File: src/rtl/fifo_read_port.sv
// fifo_read_port: read side of an 8-entry register-bank FIFO.
// Tracks read pointer and fill count; reports read ack/error.
module fifo_read_port #(
  parameter int DEPTH = 8,
  parameter int WIDTH = 32
) (
  input  logic             clk,
  input  logic             reset_n,
  input  logic             rd_en,
  input  logic             wr_done,
  input  logic [WIDTH-1:0] d_in0,
  input  logic [WIDTH-1:0] d_in1,
  input  logic [WIDTH-1:0] d_in2,
  input  logic [WIDTH-1:0] d_in3,
  input  logic [WIDTH-1:0] d_in4,
  input  logic [WIDTH-1:0] d_in5,
  input  logic [WIDTH-1:0] d_in6,
  input  logic [WIDTH-1:0] d_in7,
  output logic [WIDTH-1:0] d_out,
  output logic             rd_ack,
  output logic             rd_err,
  output logic             empty,
  output logic             full,
  output logic [2:0]       rd_ptr,
  output logic [3:0]       data_count
);

  localparam logic [3:0] FULL_CNT = 4'(DEPTH);

  typedef enum logic [1:0] {
    IDLE,
    READ,
    RD_ERR
  } state_t;

  state_t state;
  state_t state_next;

  logic             rd_ok;
  logic             rd_bad;
  logic [WIDTH-1:0] rd_word;
  logic [3:0]       count_next;

  assign empty  = (data_count == 4'd0);
  assign full   = (data_count == FULL_CNT);
  assign rd_ok  = rd_en && !empty;
  assign rd_bad = rd_en && empty;
  assign rd_ack = (state == READ);
  assign rd_err = (state == RD_ERR);

  // Select the bank register addressed by the read pointer.
  always_comb begin
    rd_word = d_in0;
    case (rd_ptr)
      3'd0: rd_word = d_in0;
      3'd1: rd_word = d_in1;
      3'd2: rd_word = d_in2;
      3'd3: rd_word = d_in3;
      3'd4: rd_word = d_in4;
      3'd5: rd_word = d_in5;
      3'd6: rd_word = d_in6;
      3'd7: rd_word = d_in7;
      default: rd_word = d_in0;
    endcase
  end

  // Next state records this cycle's read outcome.
  always_comb begin
    state_next = IDLE;
    unique case (1'b1)
      rd_ok:   state_next = READ;
      rd_bad:  state_next = RD_ERR;
      default: state_next = IDLE;
    endcase
  end

  // Fill count: a write while full is dropped, read+write cancels.
  always_comb begin
    count_next = data_count;
    if (wr_done && !rd_ok && !full)
      count_next = data_count + 4'd1;
    else if (rd_ok && !wr_done)
      count_next = data_count - 4'd1;
  end

  // State register.
  always_ff @(posedge clk or negedge reset_n) begin
    if (!reset_n)
      state <= IDLE;
    else
      state <= state_next;
  end

  // Read data, pointer and count registers.
  always_ff @(posedge clk or negedge reset_n) begin
    if (!reset_n) begin
      d_out      <= '0;
      rd_ptr     <= 3'd0;
      data_count <= 4'd0;
    end else begin
      if (rd_ok) begin
        d_out  <= rd_word;
        rd_ptr <= rd_ptr + 3'd1;
      end
      data_count <= count_next;
    end
  end

endmodule

File: config.mk
export PLATFORM = sky130hd
export DESIGN_NAME = fifo_read_port
export DESIGN_NICKNAME = d
export VERILOG_FILES = /design/src/rtl/fifo_read_port.sv
export SDC_FILE = /design/constraint.sdc
export NUM_CORES = 1
export LEC_CHECK = 0
export ABC_AREA = 1
export CORE_AREA = 2 2 119 121
export DETAILED_ROUTE_END_ITERATION = 10
export DIE_AREA = 0 0 121 123
export GPL_TIMING_DRIVEN = 0
export PLACE_DENSITY = 0.7
export SLEW_MARGIN = 20
export SYNTH_ARGS = -nofsm -noshare
export SYNTH_HDL_FRONTEND = slang
export SYNTH_SLANG_ARGS = --single-unit
File: constraint.sdc
create_clock -name clk -period 2.6 [get_ports clk]
set_clock_uncertainty 0.15 [all_clocks]
set_input_delay 0.26 -clock clk [delete_from_list [all_inputs] [get_ports clk]]
set_output_delay 0.26 -clock clk [all_outputs]
set_load 0.05 [all_outputs]
==> key figures <==
Status
  • Outcome: finished clean

Critical path
  • WP data required: 2620 ps
  • Worst setup EP type: flip-flop
  • Arr. time, crit path: 2450 ps
  • CP max FO: 10
  • Top cell by count, worst path: nand2_1
  • CP delay by family, top: buffers and inverters
  • Critical path's slowest cell: dfrtp_2
  • CP Class: reg2reg
  • Worst path cell trace: inv_2, buf_6, buf_2, ha_1, buf_2, buf_2, nand2_1, nand2_1, a31oi_1, nand2_1, o21ai_1, nand2_1
  • Crit-path max cell delay: 440 ps
  • WP buf/inv: 5
  • Critical path launch point type: flip-flop

Drt
  • Final WL: 19,700 µm
  • Via count: 5,581
  • Drt drc: 0
  • Wire length per cell: 17.3 µm
  • DR vias/cell: 4.89
  • Router iterations before antenna repair: 5
  • Antenna Nets Post-Route: 0
  • DRT iter0 DRCs: 287

Cells and area
  • P&R area growth vs syn: 90.1%
  • Nets@finish: 1,230
  • Fraction of layout cells with a size suffix above 1: 6.56%
  • Non-filler cells, final: 1,141
  • # fillers: 1,366
  • Ant diodes: 0
  • Final core utilization: 53.2%

CTS
  • Clk sinks: 41
  • Clk slew on worst S/H paths: 60 ps
  • Num CTS Buffers: 5
  • Root Driver: clkbuf_16
  • CTS tree: done
  • H-tree Lvls: 2
  • Worst skew pair latency: 290 ps
  • Longest Clk Path Bufs: 2

STA
  • Slew headroom: 52.7%
  • Min Tclk post-route: 2440 ps
  • RSZ-0062 raised after global routing: no
  • Final setup violating endpoints: 0
  • Peak Freq: 410 MHz
  • Max-slew violations: 0
  • Endpoints failing hold: 0
  • Worst hold margin: 321 ps
  • Worst Tran Pin Value: 710 ps
  • Fin crit share: 93.7%

Synth
  • Post-Synth Simple-Gate Area: 53.1%
  • Post-Syn Area per Cell: 5.86 µm²
  • Ys Warns: 0
  • Top FF cell, synth: dfrtp_1
  • Mapped Nets: 919
  • FFs w/ async S/R, synth: 100%
  • Post-synthesis mux area share: 0%
  • EDFF count, synth: 0
  • Mapped cell area: 3810 µm²
  • Flops & latches, synth: 41
  • XOR/XNOR share of the synthesized area: 0.690%
  • Post-synthesis compound-gate area fraction: 7.39%
  • Largest area contributor in the netlist: dfrtp_1
  • Post-Synth Adder-Cell Area: 3.15%
  • Largest family of logic cells by synthesized area: simple AND/OR/NAND/NOR gates
  • Synth cell count leaders: nand2_1 (273), nand3_1 (133), nor2_1 (52)
  • Mapped Cells: 650
  • Synth area leaders: dfrtp_1 (27%), nand2_1 (27%), nand3_1 (17%), nor2_1 (5.1%), buf_2 (4.9%)
  • Post-synth top area share: 26.9%
  • Most common cell in the netlist: nand2_1
  • Sequential share of the synthesized area: 26.9%
  • Synth unique cells: 25

Hold path
  • Path category of the worst min-delay check: in2async

Place
  • Port Buf Inserts: 302
  • DP HPWL: 15,600 µm
  • Cell count after placement: 1,133
  • Placer Congestion: 0.863

Power
  • Net Sw Power: 0.00434 W
  • Comb pwr share: 76.3%
  • Clock power share: 8.3%
  • Power Dens Cells: 1060 nW/µm²
  • Leakage: 3.39 nW
  • Share of power burned in registers: 15.4%
  • Maximum VDD drop: 0.549 mV
  • Switching share of power: 56.5%
  • Power Total: 0.00768 W
  • Internal power component: 0.00334 W

Die
  • Die X: 121 µm
  • Die Area: 14,900 µm²
  • Num rows: 43
  • IO Pins: 303
  • CORE AREA: 13,600 µm²
  • Starting Density: 28.0%
  • Die Ht: 123 µm

Global routing
  • Pin count of the biggest net entering global routing: 25
  • Gr ovfl total: 0
  • All-Layer GR Usage: 25.7%
  • GRT busiest layer: met2
  • Met1 GRT Util: 34.2%
  • Met2 Use GR: 42.6%
  • First-pass GRT wire length: 29,100 µm
  • Met3 Use GR: 4.75%
  • Number of global-route vias before repair: 5,332
  • Initial antenna violation count: 0

Flow run
  • Maxcap violations: 0
-- flip-flops by register name, summed over array words and instances (netlist names) --
signal / cells
state: 2
rd_ptr: 3
data_count: 4
d_out: 32
-- path summary, 6_finish.rpt --
path / from / end / slack (ps) / cells past startpoint
min reg2reg: d_out[24]$_DFFE_PN0P_ / d_out[24]$_DFFE_PN0P_ / 330 / 2
max reg2reg: rd_ptr[2]$_DFFE_PN0P_ / d_out[27]$_DFFE_PN0P_ / 160 / 12
max in group asynchronous: reset_n / d_out[31]$_DFFE_PN0P_ / 1470 / 3
max: rd_ptr[2]$_DFFE_PN0P_ / d_out[27]$_DFFE_PN0P_ / 160 / 12
min in group clk: d_out[24]$_DFFE_PN0P_ / d_out[24]$_DFFE_PN0P_ / 330 / 2
min: reset_n / data_count[3]$_DFFE_PN0P_ / 320 / 2
-- final cells by class --
type                    instances  area, µm²  share of cell area, %
plain buffers                  50        268                   3.70
clock buffers                   6        139                   1.92
clock inverters                 1       7.51                  0.104
inverters                      17       63.8                  0.881
multi-input cells             542       2460                   34.0
flip-flops and latches         41       1030                   14.2
well taps                     180        225                   3.11
repair buffers                304       3050                   42.1
-- repair_timing --
item,CTS,global route
endpoints found under the setup margin,0,6
endpoints found under the hold margin,17,0
resized for setup,0,4
hold buffers,1,0
buffers inserted,0,0
-- metal layers --
layer / vias to the layer above / wire length (µm)
met3: 32 / 1380
li1: 2755 / -
met2: 234 / 9280
met5: - / 0
met4: 0 / 403
met1: 2560 / 8630
-- metrics by stage --
step                      setup WS (ps)  cell area, µm²  setup TNS [ps]
after floorplan                     365            3810               0
after global placement            -87.2            7060           -3480
after detailed placement            117            7070               0
after CTS                          96.6            7230               0
after global routing               2.62            7240               0
final                               163            7240               0
-- power by group through the flow --
stage / Combinational [W] / Clock (W) / Sequential [W]
finish: 0.00586 / 0.000640 / 0.00118
detailed placement: 0.00583 / 0 / 0.00119
global route: 0.00638 / 0.000683 / 0.00122
floorplan: 0.00263 / 0 / 0.00220
CTS: 0.00585 / 0.000654 / 0.00118
global placement: 0.00578 / 0 / 0.00118
-- cell families (layout without fill, tap and decap cells) --
family,count (synthesis),in the layout
AOI/OAI and AO/OA,52,52
adders and majority gates,9,9
xor gates and xnor gates,3,3
DFF,41,41
buffers and inverters,67,378
and+or+nand+nor,478,478
-- cell usage in the layout (no fill, tap or decap), types with 5 or more instances in the layout --
| master | n |
|---|---|
| clkbuf_1 | 7 |
| nand3_1 | 133 |
| clkdlybuf4s50_1 | 301 |
| clkbuf_16 | 5 |
| nand4_1 | 15 |
| o21ai_1 | 13 |
| a31oi_1 | 15 |
| inv_1 | 13 |
| nor2_1 | 52 |
| dfrtp_1 | 40 |
| nand2_1 | 273 |
| buf_2 | 38 |
| ha_1 | 8 |
| a21oi_1 | 18 |
(Power assumes the default switching activity.)
